`src/rtl/snn_delay_layer.sv`:
```
// Single leaky integrate-and-fire layer with per-synapse axonal delays and ternary weights.
// One timestep is accepted on a valid/ready handshake, synapses are accumulated serially
// (one input line per cycle, all neurons in parallel), then membranes are updated and the
// step result is held on a valid/ready output until taken.
module snn_delay_layer #(
    parameter int unsigned M     = 8,
    parameter int unsigned N     = 8,
    parameter int unsigned MP_W  = 6,
    parameter int unsigned DLY_W = 3
) (
    input  logic                 clk,
    input  logic                 reset,
    input  logic                 clear,
    input  logic                 in_valid,
    output logic                 in_ready,
    input  logic [M-1:0]         in_spikes,
    input  logic [N*M*2-1:0]     weights,
    input  logic [N*M*DLY_W-1:0] delays,
    input  logic [MP_W-2:0]      threshold,
    input  logic [MP_W-2:0]      decay,
    input  logic [3:0]           refractory_period,
    input  logic                 reset_mode,
    output logic                 out_valid,
    input  logic                 out_ready,
    output logic [N-1:0]         out_spikes,
    output logic [N*MP_W-1:0]    membrane_potential_out,
    output logic                 busy
);

    localparam int unsigned D  = 1 << DLY_W;
    localparam int unsigned IW = (M > 1) ? $clog2(M) : 1;

    localparam logic signed [MP_W-1:0] MP_MAX = {1'b0, {(MP_W-1){1'b1}}};
    localparam logic signed [MP_W-1:0] MP_MIN = {1'b1, {(MP_W-1){1'b0}}};
    localparam logic signed [MP_W-1:0] MP_ONE = {{(MP_W-1){1'b0}}, 1'b1};

    localparam logic [1:0] ST_IDLE   = 2'd0;
    localparam logic [1:0] ST_ACCUM  = 2'd1;
    localparam logic [1:0] ST_UPDATE = 2'd2;
    localparam logic [1:0] ST_OUT    = 2'd3;

    logic [1:0]              state_q;
    logic [IW-1:0]           m_idx_q;
    // hist_q[m][k] is the spike seen on line m k steps ago (k = 0 is the current step)
    logic [M-1:0][D-1:0]     hist_q;
    logic signed [MP_W-1:0]  v_q   [N];
    logic signed [MP_W-1:0]  acc_q [N];
    logic [3:0]              refr_q [N];
    logic [N-1:0]            out_spikes_q;
    logic [N*MP_W-1:0]       mp_out_q;

    logic [1:0]              w_cur    [N];
    logic [DLY_W-1:0]        d_cur    [N];
    logic signed [MP_W-1:0]  acc_step [N];
    logic signed [MP_W-1:0]  v_upd    [N];
    logic [3:0]              refr_upd [N];
    logic [N-1:0]            spk_upd;

    logic signed [MP_W-1:0]  thr_s;
    logic signed [MP_W:0]    dec_s;

    assign thr_s = $signed({1'b0, threshold});
    assign dec_s = $signed({2'b00, decay});

    assign in_ready               = (state_q == ST_IDLE);
    assign out_valid              = (state_q == ST_OUT);
    assign busy                   = (state_q != ST_IDLE);
    assign out_spikes             = out_spikes_q;
    assign membrane_potential_out = mp_out_q;

    // Select the weight and delay of synapse (n, m_idx) for every neuron
    always_comb begin
        for (int n = 0; n < N; n++) begin
            w_cur[n] = weights[(n * M + int'(m_idx_q)) * 2 +: 2];
            d_cur[n] = delays[(n * M + int'(m_idx_q)) * DLY_W +: DLY_W];
        end
    end

    // Saturating +/-1 accumulation of the current input line into every neuron
    always_comb begin
        for (int n = 0; n < N; n++) begin
            acc_step[n] = acc_q[n];
            if (hist_q[m_idx_q][d_cur[n]] && !w_cur[n][1]) begin
                if (w_cur[n][0]) begin
                    if (acc_q[n] != MP_MIN) begin
                        acc_step[n] = acc_q[n] - MP_ONE;
                    end
                end else begin
                    if (acc_q[n] != MP_MAX) begin
                        acc_step[n] = acc_q[n] + MP_ONE;
                    end
                end
            end
        end
    end

    // Membrane update: refractory hold, fire-and-reset, or leak toward zero
    always_comb begin
        logic signed [MP_W:0] acc_ext;
        logic signed [MP_W:0] leak_tmp;
        for (int n = 0; n < N; n++) begin
            v_upd[n]    = '0;
            refr_upd[n] = '0;
            spk_upd[n]  = 1'b0;
            acc_ext     = {acc_q[n][MP_W-1], acc_q[n]};
            leak_tmp    = '0;
            if (refr_q[n] != 4'd0) begin
                refr_upd[n] = refr_q[n] - 4'd1;
            end else if (acc_q[n] >= thr_s) begin
                spk_upd[n]  = 1'b1;
                refr_upd[n] = refractory_period;
                // acc >= threshold >= 0, so the difference cannot leave the range
                if (reset_mode) begin
                    v_upd[n] = acc_q[n] - thr_s;
                end
            end else if (acc_q[n] > 0) begin
                leak_tmp = acc_ext - dec_s;
                v_upd[n] = leak_tmp[MP_W] ? '0 : leak_tmp[MP_W-1:0];
            end else if (acc_q[n] < 0) begin
                leak_tmp = acc_ext + dec_s;
                v_upd[n] = (leak_tmp > 0) ? '0 : leak_tmp[MP_W-1:0];
            end
        end
    end

    // Step sequencer and all layer state; clear behaves like a synchronous copy of reset
    always_ff @(posedge clk or negedge reset) begin
        if (!reset) begin
            state_q      <= ST_IDLE;
            m_idx_q      <= '0;
            hist_q       <= '0;
            out_spikes_q <= '0;
            mp_out_q     <= '0;
            for (int n = 0; n < N; n++) begin
                v_q[n]    <= '0;
                acc_q[n]  <= '0;
                refr_q[n] <= '0;
            end
        end else if (clear) begin
            state_q      <= ST_IDLE;
            m_idx_q      <= '0;
            hist_q       <= '0;
            out_spikes_q <= '0;
            mp_out_q     <= '0;
            for (int n = 0; n < N; n++) begin
                v_q[n]    <= '0;
                acc_q[n]  <= '0;
                refr_q[n] <= '0;
            end
        end else begin
            case (state_q)
                ST_IDLE: begin
                    if (in_valid) begin
                        for (int m = 0; m < M; m++) begin
                            hist_q[m] <= {hist_q[m][D-2:0], in_spikes[m]};
                        end
                        for (int n = 0; n < N; n++) begin
                            acc_q[n] <= v_q[n];
                        end
                        m_idx_q <= '0;
                        state_q <= ST_ACCUM;
                    end
                end
                ST_ACCUM: begin
                    for (int n = 0; n < N; n++) begin
                        acc_q[n] <= acc_step[n];
                    end
                    m_idx_q <= m_idx_q + IW'(1);
                    if (m_idx_q == IW'(M - 1)) begin
                        state_q <= ST_UPDATE;
                    end
                end
                ST_UPDATE: begin
                    for (int n = 0; n < N; n++) begin
                        v_q[n]                      <= v_upd[n];
                        refr_q[n]                   <= refr_upd[n];
                        mp_out_q[n*MP_W +: MP_W]    <= v_upd[n];
                    end
                    out_spikes_q <= spk_upd;
                    state_q      <= ST_OUT;
                end
                ST_OUT: begin
                    if (out_ready) begin
                        state_q <= ST_IDLE;
                    end
                end
                default: state_q <= ST_IDLE;
            endcase
        end
    end

endmodule

```
`config.mk`:
```
export PLATFORM = sky130hd
export DESIGN_NAME = snn_delay_layer
export DESIGN_NICKNAME = d
export VERILOG_FILES = /design/src/rtl/snn_delay_layer.sv
export SDC_FILE = /design/constraint.sdc
export NUM_CORES = 1
export LEC_CHECK = 0
export CORE_MARGIN = 5
export CORE_UTILIZATION = 54
export DETAILED_ROUTE_END_ITERATION = 10
export HOLD_SLACK_MARGIN = 0.08
export PLACE_DENSITY = 0.84
export SLEW_MARGIN = 15
export SYNTH_ARGS = -nofsm -noshare
export SYNTH_HDL_FRONTEND = slang
export SYNTH_SLANG_ARGS = --single-unit
```
`constraint.sdc`:
```
create_clock -name clk -period 4.4 [get_ports clk]
set_input_delay 0.88 -clock clk [delete_from_list [all_inputs] [get_ports clk]]
set_output_delay 0.88 -clock clk [all_outputs]
set_load 0.1 [all_outputs]
```
# Word-level counts from Yosys, hierarchy flattened
# Cells that the tools add are included.
# word_totals
ff_bits	253
latch_bits	0
ram_bits	0
rom_bits	0
in_bits	348
output_inout_bits	59
mem_count	0
# classes
addsub	56
n_mul	8
div_mod_pow	0
magnitude_cmp	41
eq_ne	47
n_shift	16
muxes	160
n_bitwise	0
n_reduce_logical	41
# op_table
cell	count
128-bit by 33-bit variable part select with 2-bit output	7
192-bit by 10-bit variable part select with 3-bit output	4
6-bit 2-to-1 mux	88
192-bit by 9-bit variable part select with 3-bit output	2
48-bit 2-to-1 mux	6
64-bit 2-to-1 mux	3
192-bit by 6-bit variable part select with 3-bit output	1
192-bit by 8-bit variable part select with 3-bit output	1
128-bit by 5-bit variable part select with 2-bit output	1
6-bit inequality test (second input constant)	16
48-bit one-hot mux with 2 select lines	1
32-bit 2-to-1 mux	2
4-bit 2-to-1 mux	16
4-bit inequality test (second input constant)	16
6-bit by 6-bit adder with 7-bit output	8
7-bit by 1-bit > comparator with 1-bit output (second input constant)	8
6-bit by 6-bit subtractor with 7-bit output	8
6-bit by 2-bit adder with 6-bit output (second input constant)	8
6-bit >= comparator	8
6-bit by 1-bit > comparator with 1-bit output (second input constant)	8
6-bit by 1-bit < comparator with 1-bit output (second input constant)	8
6-bit by 2-bit subtractor with 6-bit output (second input constant)	8
6-bit subtractor	8
5-bit AND reduction	8
31 further kinds	125

# Depth between registers and ports, before layout
# Gate-level depths: netlist (run 1).
# logic_depth
word_depth	9
ltp_mapped	16

# Least setup slack after synthesis (run 1)
# OpenSTA, ideal clock, no wires.
# synth_timing
kind	input -> register
start	input weights[70]
end	register acc_q[23] (netlist bit)
setup_time_ns	0.128
arrival_ns	3.155
t_required_ns	4.272
slack_ns	1.117
path_stages	11
cell_sequence	mux4_2 -> mux2i_1 -> inv_1 -> ha_1 -> a21o_1 -> a21oi_1 -> o21bai_1 -> a21oi_1 -> xnor2_1 -> o21ai_0 -> mux2_1
# synth_between
elab_chain_len	5
elab_cells_between_ends	8
cone_classes	2 x eq/ne; 1 x shift; 4 x mux; 1 x reduce/logical
# synth_lines
item	line	text
from (decl)	17	input logic [N*M*2-1:0] weights,
128-bit by 33-bit variable part select with 2-bit output *	74	w_cur[n] = weights[(n * M + int'(m_idx_q)) * 2 +: 2];
6-bit 2-to-1 mux	84	if (w_cur[n][0]) begin
6-bit 2-to-1 mux	83	if (hist_q[m_idx_q][d_cur[n]] && !w_cur[n][1]) begin
48-bit one-hot mux with 2 select lines	151	case (state_q)
48-bit 2-to-1 mux	139	end else if (clear) begin
to (signal, indexed assignment)	158	acc_q[n] <= v_q[n];
to (signal, indexed assignment)	166	acc_q[n] <= acc_step[n];
to (decl)	47	logic signed [MP_W-1:0] acc_q [N];
# Every way passes the cells marked *; elsewhere a longest branch is shown, timed or not. The select of a mux whose other input is x is not followed.
# A chain may end at the register's enable or synchronous reset.

# Final worst setup path (run 1)
# layout_timing
start	input decay[1]
end	register v_q[2] (netlist bit)
# layout_between
elab_chain_len	9
elab_cells_between_ends	11
cone_classes	2 x add/sub; 1 x order compare; 8 x mux
# layout_lines
item	line	text
from (decl)	20	input logic [MP_W-2:0] decay,
6-bit by 6-bit adder with 7-bit output	120	leak_tmp = acc_ext + dec_s;
7-bit by 1-bit > comparator with 1-bit output	121	v_upd[n] = (leak_tmp > 0) ? '0 : leak_tmp[MP_W-1:0];
6-bit 2-to-1 mux	121	
6-bit 2-to-1 mux	119	end else if (acc_q[n] < 0) begin
6-bit 2-to-1 mux *	116	end else if (acc_q[n] > 0) begin
6-bit 2-to-1 mux *	109	end else if (acc_q[n] >= thr_s) begin
6-bit 2-to-1 mux *	107	if (refr_q[n] != 4'd0) begin
48-bit 2-to-1 mux *	151	
48-bit 2-to-1 mux *	139	
to (signal, indexed assignment)	175	v_q[n] <= v_upd[n];
to (decl)	46	logic signed [MP_W-1:0] v_q [N];
# Marks and branches as above.

==> results of run 1 <==
-- layout make-up --
cell class | instances | area (um^2)
Clock inverter | 15 | 214
Multi-Input combinational cell | 1739 | 14200
Sequential cell | 205 | 5140
Timing Repair Buffer | 474 | 4640
Fill cell | 2850 | 11300
Inverter | 142 | 533
Tap cell | 511 | 639
Clock buffer | 33 | 738
-- metrics by stage --
step           area [um^2]  setup slack [ns]  hold slack [ns]  utilization  total power, W
2_1_floorplan        20400              1.12            0.496            -         0.00851
3_3_place_gp         25100             0.331            0.460        0.672          0.0106
3_5_place_dp         25100             0.193            0.466        0.672          0.0108
4_1_cts              26100             0.739            0.479        0.698          0.0132
5_1_grt              26100             0.467            0.501        0.698          0.0142
6_report             26100             0.710            0.477        0.698          0.0134
-- routing by layer --
metal,up-vias,track usage,routed length [um]
met5,-,0,27
met4,4,0.142,3600
met3,199,0.0616,6010
met2,1017,0.586,35900
met1,9691,0.416,27100
li1,8930,-,-
-- synthesized netlist by cell type, types with 17 or more instances --
cell	instances	area, um^2
mux2_1	33	372
nor2b_1	36	225
a22o_1	18	158
xor2_1	40	350
a31oi_1	21	131
o21bai_1	19	143
mux2i_1	67	671
nor2_1	125	469
xnor2_1	37	324
nand4_1	17	106
ha_1	175	2190
nor3_1	42	210
inv_1	138	518
a21oi_1	207	1040
o211ai_1	20	150
mux4_2	89	2000
dfrtp_1	205	5130
nand2b_1	17	106
fa_1	32	641
mux2_2	31	349
nand2_1	236	886
clkbuf_1	68	255
a32oi_1	18	158
a21o_1	55	413
o21ai_0	80	400
-- state kept, by name, summed over array words and instances, names as in the netlist --
signal	flops
out_spikes	8
m_idx_q	3
acc_q	48
state_q	2
membrane_potential_out	7
hist_q	64
refr_q	32
v_q	41
-- power by group through the flow --
stage	logic (W)	clock network [W]	registers (W)
2_1_floorplan	0.00556	0	0.00295
3_3_place_gp	0.00771	0	0.00286
3_5_place_dp	0.00795	0	0.00288
4_1_cts	0.00800	0.00238	0.00285
5_1_grt	0.00881	0.00246	0.00293
6_report	0.00811	0.00238	0.00287
-- worst paths after layout --
check | start | to | cells after the start
worst max-delay path | decay[1] | v_q[2] | 10
worst min register to register | out_spikes[0] | out_spikes[0] | 1
worst min-delay path | reset | refr_q[0] | 1
min in group clk | out_spikes[0] | out_spikes[0] | 1
max in group asynchronous | reset | v_q[7] | 2
worst max register to register | m_idx_q[0] | acc_q[17] | 11
-- critical path, delay by kind of cell --
family	cells	cell delay (ns)
AO/OA/AOI/OAI	5	1.37
buffers and inverters	2	1.23
adder cells (fa/ha/maj)	1	0.39
AND/OR/NAND/NOR	2	0.22
-- cells by family (layout without fill, tap and decap cells) --
group,count (synthesis),after routing,share of synthesized area
adder cells (fa/ha/maj),207,207,0.139
XOR/XNOR,77,77,0.0331
AO/OA/AOI/OAI,631,631,0.207
flip-flops,205,205,0.252
buffers and inverters,251,664,0.0513
AND/OR/NAND/NOR,588,588,0.136
multiplexers,236,236,0.182
==> summary.txt, run 1 <==
Outcome
  – Status: finished clean

Global route
  – Overflow after GRT: 0
  – Initial antenna violation count: 2
  – First-pass GRT wire length: 112 mm
  – Largest net degree at the start of global routing: 114
  – Global Route Usage Sum: 0.338
  – Vias in the first global route: 20,300

Final layout
  – Commonest cells after routing, fill and taps aside: 404 x clkdlybuf4s50_1, 235 x nand2_1, 207 x a21oi_1
  – Layout cells sized above 1: 0.110
  – # nets final: 3,143
  – Most common cell after layout, fill and taps aside: clkdlybuf4s50_1
  – Layout area overhead: 28.2%
  – Non-filler cells, final: 3,119
  – # diodes: 0

Power and ir drop
  – Switching Fraction: 0.471
  – NetSw: 0.00629 W
  – Pwr dens: 512 mW/mm^2
  – Power share of the clock group: 0.178
  – Max rail drop VDD: 0.345 mV
  – Leakage power: 11.3 nW
  – Logic pwr share: 0.607
  – Sequential power share: 0.215
  – Internal power: 0.00707 W

STA
  – Setup tns final: 0 ns
  – Tmin final: 3.69 ns
  – Max Freq: 0.271 GHz
  – Pins Over Slew Limit: 0
  – Max-slew headroom: 0.272
  – Final period util: 0.839
  – RSZ-0062 raised after global routing: false
  – Hold Fails Final Rpt: 0
  – Final setup vio count: 0
  – Slew @ Worst Pin: 1.09 ns
  – Clock Skew: 0.0107 ns

Routing
  – DR vias: 19,800
  – Iteration-0 DRC Markers: 1,887
  – Vias per Instance: 6.36
  – Drt wl/cell: 23.3 um
  – First-pass iteration count of the detailed router: 8
  – DRC Markers: 0
  – ANT nets after route: 0
  – Final wirelength: 72.6 mm

Clocking
  – CTS tree: done
  – Post-CTS Setup Bufs: 0
  – Clk sinks: 205
  – H-Tree Depth: 1
  – Resize count post-CTS: 0
  – Hold_buf cts: 0
  – Total CTS buffers: 26
  – Clock transition at the registers of the reported paths: 0.06 ns
  – Max Buffers Root-to-Sink: 3
  – Root buf cell: clkbuf_16
  – Clk_lat worst skew: 0.54 ns

Critical path
  – Highest-delay cell along the critical path: inv_1
  – Critical-path cell list: clkdlybuf4s50_1 -> inv_1 -> ha_1 -> nor2b_1 -> o21a_1 -> nor2_1 -> a311o_1 -> a2111oi_0 -> a21oi_1 -> o311ai_0
  – CP required: 4.81 ns
  – Arrival time at the worst endpoint: 4.10 ns
  – Max FO, Critical Path: 15
  – Crit path kind: input port to register
  – Startpoint Class: input port
  – Reg2reg setup slack: 0.78 ns
  – Critical Path End Type: register
  – Worst path max stage delay: 0.80 ns

Logic synthesis
  – Mapped Nets: 2,750
  – Asr flop ratio synth: 1.00
  – Unique masters post-synth: 81
  – Post-Syn Instances: 2,195
  – Most used DFF post-synth: dfrtp_1
  – Syn_area_per_cell: 9.27 um^2
  – EDFF count, synth: 0
  – Yosys reg bits: 205
  – Register area share after synthesis: 0.252
  – YS warnings: 0
  – Synthesized area: 0.0204 mm^2

Job
  – Maxcap violations: 0

Placement
  – GP Congestion: 0.987
  – Placed instance count: 3,071
  – I/O Buffers: 406
  – Post-DP HPWL: 55.5 mm

Die
  – Die Ht: 204 um
  – Num ports: 407
  – CORE AREA: 0.0374 mm^2
  – Row cnt: 71
  – Initial Util: 0.544
  – Die width: 204 um
  – Die area: 0.0417 mm^2

Hold path
  – Worst min path class: input port to async pin
No activity file was read; power rests on OpenSTA's default activity.
==> run 2: changes to the inputs <==
==> constraint.sdc (replaced) <==
create_clock -name clk -period 3.48 [get_ports clk]
set_input_delay 0.696 -clock clk [delete_from_list [all_inputs] [get_ports clk]]
set_output_delay 0.696 -clock clk [all_outputs]
set_load 0.1 [all_outputs]
==> summary.txt, run 2 (synthesis results as in run 1) <==
Clocking
  – Max Buffers Root-to-Sink: 3 (unchanged)
  – CTS tree: done (unchanged)
  – H-Tree Depth: 1 (unchanged)
  – Clk_lat worst skew: 0.54 ns (about the same)
  – Clk sinks: 205 (unchanged)
  – Total CTS buffers: 24 (was 26)
  – Clock transition at the registers of the reported paths: 0.06 ns (about the same)
  – Resize count post-CTS: 0 (unchanged)
  – Root buf cell: clkbuf_16 (unchanged)

Power and ir drop
  – Max rail drop VDD: 0.389 mV (was 0.345 mV)
  – Pwr dens: 645 mW/mm^2 (was 512 mW/mm^2)
  – Leakage power: 12.1 nW (was 11.3 nW)

Job
  – Maxcap violations: 0 (unchanged)

Final layout
  – Commonest cells after routing, fill and taps aside: 346 x clkdlybuf4s50_1, 257 x buf_4, 235 x nand2_1 (was 404 x clkdlybuf4s50_1, 235 x nand2_1, 207 x a21oi_1)
  – Fillers: 2,790 (was 2,850)
  – Max reg flops: 64 (unchanged)
  – Most flops, register: hist_q (unchanged)
  – Final core occ: 0.724 (was 0.698)
  – Layout cells sized above 1: 0.176 (was 0.110)
  – # diodes: 0 (unchanged)
  – Layout area overhead: 33.0% (was 28.2%)
  – # nets final: 3,289 (was 3,143)
  – Largest registers: hist_q: 64 flops, acc_q: 48 flops, v_q: 41 flops (unchanged)
  – Final instance area: 0.0271 mm^2 (was 0.0261 mm^2)
  – Most common cell after layout, fill and taps aside: clkdlybuf4s50_1 (unchanged)

Placement
  – Post-Place Cell Area: 0.0262 mm^2 (was 0.0251 mm^2)
  – GP Congestion: 0.982 (was 0.987)
  – Post-DP HPWL: 59.9 mm (was 55.5 mm)
  – I/O Buffers: 406 (unchanged)

Routing
  – Top Metal Used: met4 (was met5)
  – ANT nets after route: 0 (unchanged)
  – Final wirelength: 77.2 mm (was 72.6 mm)
  – Iteration-0 DRC Markers: 1,945 (was 1,887)
  – Routed met1 length: 28.2 mm (was 27.1 mm)
  – DRC Markers: 0 (unchanged)
  – Routed length on met2: 37.8 mm (was 35.9 mm)
  – First-pass iteration count of the detailed router: 8 (unchanged)
  – Drt wl/cell: 23.6 um (was 23.3 um)
  – Vias per Instance: 6.32 (was 6.36)
  – Met3 wire len: 6.23 mm (was 6.01 mm)
  – DR vias: 20,600 (was 19,800)

STA
  – Final setup vio count: 0 (unchanged)
  – Final period util: 0.959
  – RSZ-0062 raised after global routing: true (was false)
  – Max Freq: 0.300 GHz
  – Fin Hold WS: 0.255 ns (was 0.477 ns)
  – Slew @ Worst Pin: 1.07 ns (was 1.09 ns)
  – Pins Over Slew Limit: 0 (unchanged)
  – Max-slew headroom: 0.287 (was 0.272)
  – Hold Fails Final Rpt: 0 (unchanged)
  – Tmin final: 3.34 ns
  – Clock Skew: 0.0236 ns (was 0.0107 ns)

Outcome
  – Status: finished clean (unchanged)

Die
  – Die area: 0.0417 mm^2 (unchanged)
  – Die width: 204 um (unchanged)
  – CORE AREA: 0.0374 mm^2 (unchanged)
  – Row cnt: 71 (unchanged)
  – Initial Util: 0.544 (unchanged)
  – Die Ht: 204 um (unchanged)
  – Num ports: 407 (unchanged)

Critical path
  – R2R Path End: acc_q[47] (was acc_q[17])
  – Reg2reg setup slack: 0.14 ns (was 0.78 ns)
  – Startpoint Class: register (was input port)
  – CP required: 3.83 ns (was 4.81 ns)
  – Critical Path End Type: register (unchanged)
  – Worst R2R Start: m_idx_q[1] (was m_idx_q[0])
  – Path depth of the worst reg2reg path: 13 (was 11)
  – Arrival time at the worst endpoint: 3.69 ns (was 4.10 ns)
  – Max FO, Critical Path: 36 (was 15)
  – Crit path kind: register to register (was input port to register)

Global route
  – Initial antenna violation count: 0 (was 2)
  – Vias in the first global route: 21,000 (was 20,300)
  – Global Route Usage Sum: 0.353 (was 0.338)
  – Overflow after GRT: 0 (unchanged)
  – First-pass GRT wire length: 116 mm (was 112 mm)
  – Largest net degree at the start of global routing: 101 (was 114)

Hold path
  – Worst min path class: input port to async pin (unchanged)
run 2: cell count changes in the layout (fill, tap and decap cells not counted):
| cell | change |
|---|---|
| buf_12 | +12 |
| buf_16 | +1 |
| buf_4 | +193 |
| bufinv_16 | -2 |
| clkbuf_1 | +6 |
| clkbuf_16 | -2 |
| clkbuf_8 | -3 |
| clkdlybuf4s50_1 | -58 |
| clkinvlp_4 | -3 |
run 2: area by class of cell:
type / count / area, um^2 / share of cell area
Clock buffer: 34 / 669 / 0.0247
Clock inverter: 10 / 131 / 0.00485
Inverter: 142 / 533 / 0.0197
Multi-Input combinational cell: 1739 / 14200 / 0.524
Sequential cell: 205 / 5140 / 0.190
Tap cell: 511 / 639 / 0.0236
Timing Repair Buffer: 622 / 5770 / 0.213
run 2: worst max path at each step:
stage / start / slack (ns) / to
after CTS: m_idx_q[1] / 0.004 / acc_q[47]
after global routing: m_idx_q[1] / -0.04 / acc_q[47]
after detailed placement: threshold[0] / -0.15 / membrane_potential_out[5]
final: m_idx_q[1] / 0.14 / acc_q[47]
after floorplan: m_idx_q[0] / 0.20 / acc_q[41]
after global placement: threshold[2] / -0.08 / membrane_potential_out[41]
run 2: per-stage QoR:
step / TNS [ns] / worst slack (ns) / std cells / total power (W)
floorplan: 0 / 0.198 / 2195 / 0.0108
global placement: -0.630 / -0.0826 / 3209 / 0.0142
global route: -0.0374 / -0.0374 / 3263 / 0.0185
detailed placement: -2.72 / -0.153 / 3209 / 0.0145
CTS: 0 / 0.00366 / 3253 / 0.0172
finish: 0 / 0.142 / 3263 / 0.0175
run 2: worst max-delay path, stage by stage, from the launching register on:
cell and delay [ns]:
dfrtp_4 0.53, buf_12 0.27, mux4_2 0.52, mux2i_1 0.16
buf_4 0.18, inv_1 0.10, ha_1 0.29, a21o_1 0.17
a21oi_1 0.24, o21bai_1 0.09, a21oi_1 0.19, xnor2_1 0.13
a21oi_1 0.15, a31oi_1 0.10
run 2: power breakdown:
part / switching (W) / internal [W] / leakage, nW
registers: 0.000847 / 0.00276 / 2.84
clock network: 0.00107 / 0.00156 / 0.391
logic: 0.00625 / 0.00497 / 8.86
run 2: what timing repair did:
action,CTS,global route
endpoints found under the setup margin,0,16
hold buffers,0,0
setup buffers,0,10
run 2: metal layers:
| layer | vias up | global-route usage |
|---|---|---|
| met5 | - | 0 |
| met4 | 0 | 0.178 |
| met3 | 274 | 0.0589 |
| met2 | 1136 | 0.606 |
| met1 | 9966 | 0.430 |
| li1 | 9233 | - |
